`src/rtl/seven_seg_scanner.sv`:
```
// Four-digit multiplexed 7-segment scanner sharing one external BCD decoder.
// Double-buffered display value, leading-zero blanking, per-slot anti-ghost guard.
module seven_seg_scanner #(
   parameter int REFRESH_DIV  = 50000,
   parameter int GUARD_CYCLES = 500
) (
   input  logic        clk,
   input  logic        rst_n,
   input  logic        load_valid,
   input  logic [15:0] load_data,
   output logic        load_ready,
   input  logic [3:0]  dp_mask,
   input  logic        lz_blank,
   input  logic        display_en,
   output logic [3:0]  bcd_out,
   input  logic [7:0]  seg_in,
   output logic [7:0]  seg_out,
   output logic [3:0]  digit_an
);

   localparam int CNT_W = (REFRESH_DIV > 1) ? $clog2(REFRESH_DIV) : 1;
   localparam logic [CNT_W-1:0] CNT_LAST  = CNT_W'(REFRESH_DIV - 1);
   localparam logic [CNT_W-1:0] CNT_GUARD = CNT_W'(GUARD_CYCLES);

   logic [CNT_W-1:0] count_q, count_d;
   logic [1:0]       index_q, index_d;
   logic [15:0]      active_q, active_d;
   logic [15:0]      pending_q, pending_d;
   logic             pend_full_q, pend_full_d;
   logic [7:0]       seg_q, seg_d;
   logic [3:0]       an_q, an_d;

   logic             slot_end, frame_end;
   logic             blank3, blank2, blank1;
   logic [3:0]       blank_vec;
   logic             cur_blank;
   logic [3:0]       cur_nib;

   // A digit is blanked only if it and every digit to its left are zero.
   assign blank3    = lz_blank && (active_q[15:12] == 4'd0);
   assign blank2    = blank3 && (active_q[11:8] == 4'd0);
   assign blank1    = blank2 && (active_q[7:4] == 4'd0);
   assign blank_vec = {blank3, blank2, blank1, 1'b0};
   assign cur_blank = blank_vec[index_q];
   assign cur_nib   = active_q[{index_q, 2'b00} +: 4];

   assign bcd_out    = cur_blank ? 4'hF : cur_nib;
   assign load_ready = ~pend_full_q;
   assign seg_out    = seg_q;
   assign digit_an   = an_q;

   assign slot_end  = (count_q == CNT_LAST);
   assign frame_end = slot_end && (index_q == 2'd3);

   always_comb begin
      count_d     = slot_end ? '0 : count_q + 1'b1;
      index_d     = slot_end ? index_q + 2'd1 : index_q;
      active_d    = active_q;
      pending_d   = pending_q;
      pend_full_d = pend_full_q;
      seg_d       = 8'hFF;
      an_d        = 4'hF;

      // Swap only between frames so a value never appears half-updated.
      if (frame_end && pend_full_q) begin
         active_d    = pending_q;
         pend_full_d = 1'b0;
      end else if (load_valid && !pend_full_q) begin
         pending_d   = load_data;
         pend_full_d = 1'b1;
      end

      if (display_en) begin
         seg_d    = seg_in;
         seg_d[7] = seg_in[7] & ~(dp_mask[index_q] & ~cur_blank);
         if (count_q >= CNT_GUARD) begin
            an_d = ~(4'b0001 << index_q);
         end
      end
   end

   always_ff @(posedge clk or negedge rst_n) begin
      if (!rst_n) begin
         count_q     <= '0;
         index_q     <= 2'd0;
         active_q    <= 16'h0000;
         pend_full_q <= 1'b0;
         seg_q       <= 8'hFF;
         an_q        <= 4'hF;
      end else begin
         count_q     <= count_d;
         index_q     <= index_d;
         active_q    <= active_d;
         pend_full_q <= pend_full_d;
         seg_q       <= seg_d;
         an_q        <= an_d;
      end
   end

   // Pending data is qualified by pend_full_q, so it needs no reset.
   always_ff @(posedge clk) begin
      pending_q <= pending_d;
   end

endmodule

```
`config.mk`:
```
export PLATFORM = sky130hd
export DESIGN_NAME = seven_seg_scanner
export DESIGN_NICKNAME = d
export VERILOG_FILES = /design/src/rtl/seven_seg_scanner.sv
export SDC_FILE = /design/constraint.sdc
export NUM_CORES = 1
export LEC_CHECK = 0
export ABC_CLOCK_PERIOD_IN_PS = 5050
export BUFFER_PORTS_ARGS = -buffer_cell sky130_fd_sc_hd__buf_2
export CORE_ASPECT_RATIO = 0.5
export CORE_MARGIN = 10
export CORE_UTILIZATION = 38
export DETAILED_ROUTE_END_ITERATION = 6
export SLEW_MARGIN = 0
export SYNTH_ARGS = -nofsm -noshare
export SYNTH_HDL_FRONTEND = slang
export SYNTH_SLANG_ARGS = --single-unit
```
`constraint.sdc`:
```
create_clock -name clk -period 5.05 [get_ports clk]
set_input_delay 0.505 -clock clk [delete_from_list [all_inputs] [get_ports clk]]
set_output_delay 0.505 -clock clk [all_outputs]
set_load 0.005 [all_outputs]
```
## Word-level counts from Yosys, hierarchy flattened

Cells that the tools add are included.

| storage, ports and cells | value |
|---|---|
| register bits | 63 |
| bits in latches | 0 |
| memory bits (writable) | 0 |
| memory bits (read-only) | 0 |
| bits of input ports | 33 |
| output and inout bits | 17 |
| logic and storage cells | 45 |
| memories | 0 |

| operators by class | value |
|---|---|
| add/subtract/negate cells | 2 |
| multiply operators | 0 |
| div/mod/pow operators | 0 |
| magnitude comparators | 2 |
| equality and inequality tests | 2 |
| shift operators | 2 |
| multiplexer cells | 11 |
| bitwise operators | 7 |
| reduce and logical (&&, ||, !) cells | 12 |

Operators with widths:

| operator | number |
|---|---|
| 16-bit by 1-bit adder with 16-bit output, second input constant | 1 |
| 16-bit equality test, second input constant | 1 |
| 16-bit by 9-bit >= comparator with 1-bit output, second input constant | 1 |
| 16-bit 2-to-1 mux | 1 |
| 16-bit by 5-bit variable part select with 4-bit output | 1 |
| 4-bit logical NOT | 3 |
| 4-bit 2-to-1 mux | 3 |
| 8-bit 2-to-1 mux | 1 |
| 1-bit logical AND | 6 |
| 1-bit binary-select mux with 2-bit select | 2 |
| 1-bit 2-to-1 mux | 4 |
| 1-bit inverter | 4 |
| 4-bit inverter | 1 |
| 1-bit by 2-bit left shift with 4-bit output, first input constant | 1 |
| 2-bit by 3-bit less-than comparator with 1-bit output, second input constant | 1 |
| 2-bit by 1-bit adder with 2-bit output, second input constant | 1 |
| 1-bit AND | 2 |
| 2-bit equality test, second input constant | 1 |
| 2-bit AND reduction | 1 |
| 2-bit nonzero test | 1 |
| 1-bit logical NOT | 1 |

## Depth between registers and ports, before layout

| depth | value |
|---|---|
| word-level depth | 11 |
| mapped depth | 6 |

## Least setup slack after synthesis

OpenSTA, ideal clock, no wires.

| path | value |
|---|---|
| path kind | register to output |
| start point | reg index_q[0] |
| end point | out bcd_out[0] |
| data arrival time | 1342 ps |
| data required time | 4545 ps |
| path slack | 3203 ps |
| cell stages (with the launch flop) | 4 |
| buffers on the path | 1 |
| path through | dfrtp_1 -> buf_2 -> mux4_2 -> or2_2 |

| between the ends | value |
|---|---|
| longest elaborated chain between the ends | 3 |
| elaborated cells between the ends (all ways) | 4 |
| classes of those cells | shift: 1; mux: 3 |

Ends and longest elaborated chain:

| item | line | RTL |
|---|---|---|
| from (decl) | 26 | `logic [1:0] index_q, index_d;` |
| from (signal assigned) | 92 | `index_q <= index_d;` |
| parallel branches: the longest is 2 deep, another holds 16-bit by 5-bit variable part select with 4-bit output | - |  |
| 4-bit 2-to-1 mux * | 47 | `assign bcd_out = cur_blank ? 4'hF : cur_nib;` |
| to (decl) | 15 | `output logic [3:0] bcd_out,` |

Every way passes the cells marked *. The select of a mux whose other input is x is not followed.

## Worst setup path in the final report

| path | value |
|---|---|
| start point | reg index_q[0] |
| end point | out bcd_out[2] |

Same word-level chain as after synthesis.

==> flow_metrics.env <==
export IMPL_gr_total_overflow=0
export IMPL_powerDensity_nw_per_um2=358
export IMPL_yosys_most_used_dff="dfrtp_1"
export IMPL_cp_arrival_ps=1920
export IMPL_vias=1619
export IMPL_grt_usage=0.0967
export IMPL_ant_nets=0
export IMPL_pwr_share_seq=0.443
export IMPL_drv_slew=0
export IMPL_maxSlewHeadroom=0.335
export IMPL_cts_num_sinks=63
export IMPL_core_area_um2=6780
export IMPL_reg2regPathDepth=5
export IMPL_ios=50
export IMPL_fillers=598
export IMPL_worst_setup_path_end_kind="output port"
export IMPL_area_growth_pct=23.8
export IMPL_drc=0
export IMPL_die_y_um=79.6
export IMPL_grt_pass1_vias=1734
export IMPL_cp_data_required_time_ps=4550
export IMPL_cts_inserted_buffers=9
export IMPL_portBuffers=49
export IMPL_period_share=0.479
export IMPL_holdCritStartpoint="load_data[14]"
export IMPL_post_cts_buffers=0
export IMPL_nNetsFinal=285
export IMPL_yosys_register_bits=63
export IMPL_regToRegSetupSlack_ps=2960
export IMPL_wire_per_inst_um=14.7
export IMPL_synth_edff_count=16
export IMPL_ctsHoldBuffers=0
export IMPL_cts_resized=0
export IMPL_synthesis_instances=190
export IMPL_slowest_stage="dfrtp_1"
export IMPL_cp_max_fo=10
export IMPL_cts_tree="done"
export IMPL_grt_pass1_wl_um=8540
export IMPL_p_leak_uw=0.00151
export IMPL_regToRegStartpoint="count_q[0]"
export IMPL_diodes=0
export IMPL_hpwl_um=3590
export IMPL_path_class="reg -> out"
export IMPL_viasPerCell=4.72
export IMPL_antenna_found_initial=0
export IMPL_status="complete, no violations"
export IMPL_avgSynthCellArea_um2=14.2
export IMPL_cp_top_family="flip-flops"
export IMPL_clockRootBuffer="clkbuf_16"
export IMPL_power_uw=1200
export IMPL_routed_wl_um=5050
export IMPL_rsz0062_at_grt="no"
export IMPL_path_cells="mux4_2, or2_2, buf_2"
export IMPL_dr_pass1_iters=4
export IMPL_period_needed_ps=2420
export IMPL_power_frac_clock=0.534
export IMPL_pwr_share_comb=0.023
export IMPL_skew_ps=7.30
export IMPL_cts_htree_levels=3
export IMPL_yosysUniqueCellTypes=37
export IMPL_place_gp_congestion=0.758
export IMPL_clkTransAtPathRegs_ps=50
export IMPL_finalSetupViolCount=0
export IMPL_dieArea_um2=11100
export IMPL_synth_warnings=0
export IMPL_fmax_mhz=413
export IMPL_crit_path_end="bcd_out[2]"
export IMPL_min_path_type="in -> reg"
export IMPL_swShare=0.187
export IMPL_drive_gt1_frac=0.426
export IMPL_yosysSeqAreaShare=0.619
export IMPL_vdd_ir_drop_max_mv=0.170
export IMPL_initial_core_util=0.398
export IMPL_path_buf_inv=1
export IMPL_start_kind="register"
export IMPL_clk_insertion_delay_late_ps=330
export IMPL_netlist_area_um2=2700
export IMPL_cts_max_path_buffers=2
export IMPL_grt_max_degree=48
export IMPL_setup_tns_ps=0
export IMPL_synth_nets=229
export IMPL_critPathLaunch="index_q[0]"
export IMPL_power_switching_uw=224
export IMPL_die_width_um=139
export IMPL_synthArstFlopShare=0.746
export IMPL_drt_iter0_drc=117
export IMPL_cellInternalPower_uw=972
export IMPL_tightest_slew_ps=997
export IMPL_r2r_end="active_q[4]"
export IMPL_drv_cap=0
export IMPL_cp_depth=3
export IMPL_slowest_delay_ps=630
export IMPL_num_rows=21
export IMPL_finalHoldViolCount=0
==> power by group through the flow <==
stage | Sequential [µW] | Combinational (µW) | Clock, µW
3_3_place_gp | 539 | 27.8 | 0
4_1_cts | 530 | 28.9 | 657
6_report | 530 | 27.6 | 639
5_1_grt | 530 | 31.5 | 684
2_1_floorplan | 540 | 3.91 | 0
3_5_place_dp | 539 | 28.7 | 0
==> cell usage after synthesis (2+ instances only) <==
master / count / share of area
nand4_1: 5 / 0.012
o21ai_0: 4 / 0.0074
dfstp_2: 12 / 0.12
inv_1: 8 / 0.011
mux2_2: 7 / 0.029
or2_2: 4 / 0.0093
edfxtp_1: 16 / 0.18
nor2_1: 11 / 0.015
nor2b_1: 2 / 0.0046
xnor2_1: 4 / 0.013
a21oi_1: 3 / 0.0056
nand3_1: 7 / 0.013
and4_2: 2 / 0.0074
nor4_1: 3 / 0.0070
ha_1: 6 / 0.028
buf_2: 3 / 0.0056
nand2_1: 10 / 0.014
xor2_1: 9 / 0.029
and4_1: 2 / 0.0065
mux4_2: 5 / 0.042
dfrtp_1: 35 / 0.32
nand2b_1: 8 / 0.019
mux2_4: 9 / 0.050
nor3_1: 2 / 0.0037
==> stage by stage <==
step                cell area, µm²  hold slack, ps  cells  worst slack [ps]  utilization
floorplan                     2700             209    190              3200            -
global placement              3030             464    327              2980        0.447
detailed placement            3030             465    327              2950        0.447
CTS                           3340             336    343              2610        0.493
global route                  3340             336    343              2470        0.493
finish                        3340             352    343              2630        0.493
==> cells by family (layout without fill, tap and decap cells) <==
group | count (synthesis) | count (layout) | synth area share
buf+inv | 13 | 74 | 0.0255
simple gates | 64 | 64 | 0.143
fa+ha+maj | 6 | 6 | 0.0278
xor+xnor | 13 | 13 | 0.0422
flops | 63 | 63 | 0.619
compound gates | 10 | 10 | 0.0213
mux | 21 | 21 | 0.121
==> flip-flops by register name, indices dropped and copies added (netlist names) <==
register	flops
active_q	16
count_q	16
pending_q	16
seg_out	8
digit_an	4
index_q	2
pend_full_q	1
==> metal layers <==
metal / track usage / part of all wire / wire length (µm) / up-vias
met5: 0 / 0 / 0 / -
met4: 0.0559 / 0.016 / 82 / 0
met3: 0.0356 / 0.032 / 162 / 9
met2: 0.172 / 0.53 / 2660 / 26
met1: 0.0980 / 0.43 / 2150 / 797
li1: - / - / - / 787
==> worst reg2reg max path, stage by stage (launching register included) <==
cell	delay, ps
dfrtp_1	390
ha_1	240
and4_4	270
nand4_2	140
nor2_4	520
mux2_2	420
==> area by class of cell <==
| cell class | count | area, µm² | area share |
|---|---|---|---|
| clock inverter | 6 | 85.1 | 0.0255 |
| multi-input combinational | 114 | 958 | 0.287 |
| inverter | 8 | 30.0 | 0.00899 |
| tap | 92 | 115 | 0.0344 |
| sequential | 63 | 1670 | 0.500 |
| timing repair buffer | 50 | 253 | 0.0756 |
| clock buffer | 10 | 229 | 0.0685 |
==> worst min path at each step <==
stage	depth (start not counted)	end	slack, ps
after detailed placement	1	active_q[12]	470
final	1	pending_q[14]	350
after global routing	1	pending_q[11]	340
after CTS	1	pending_q[6]	340
after global placement	1	active_q[11]	460
after floorplan	0	active_q[0]	210
==> cells in the final DEF (no fill, tap or decap), types with 2 or more instances in the layout <==
| master | instances |
|---|---|
| a21oi_1 | 3 |
| and4_1 | 2 |
| and4_2 | 2 |
| buf_2 | 49 |
| bufinv_16 | 2 |
| clkbuf_16 | 9 |
| dfrtp_1 | 35 |
| dfstp_2 | 12 |
| edfxtp_1 | 16 |
| ha_1 | 6 |
| inv_1 | 8 |
| mux2_2 | 7 |
| mux2_4 | 9 |
| mux4_2 | 5 |
| nand2_1 | 10 |
| nand2b_1 | 8 |
| nand3_1 | 7 |
| nand4_1 | 5 |
| nor2_1 | 11 |
| nor2b_1 | 2 |
| nor3_1 | 2 |
| nor4_1 | 3 |
| o21ai_0 | 4 |
| or2_2 | 4 |
| xnor2_1 | 4 |
| xor2_1 | 9 |
Power figures use the tool's default switching activity.
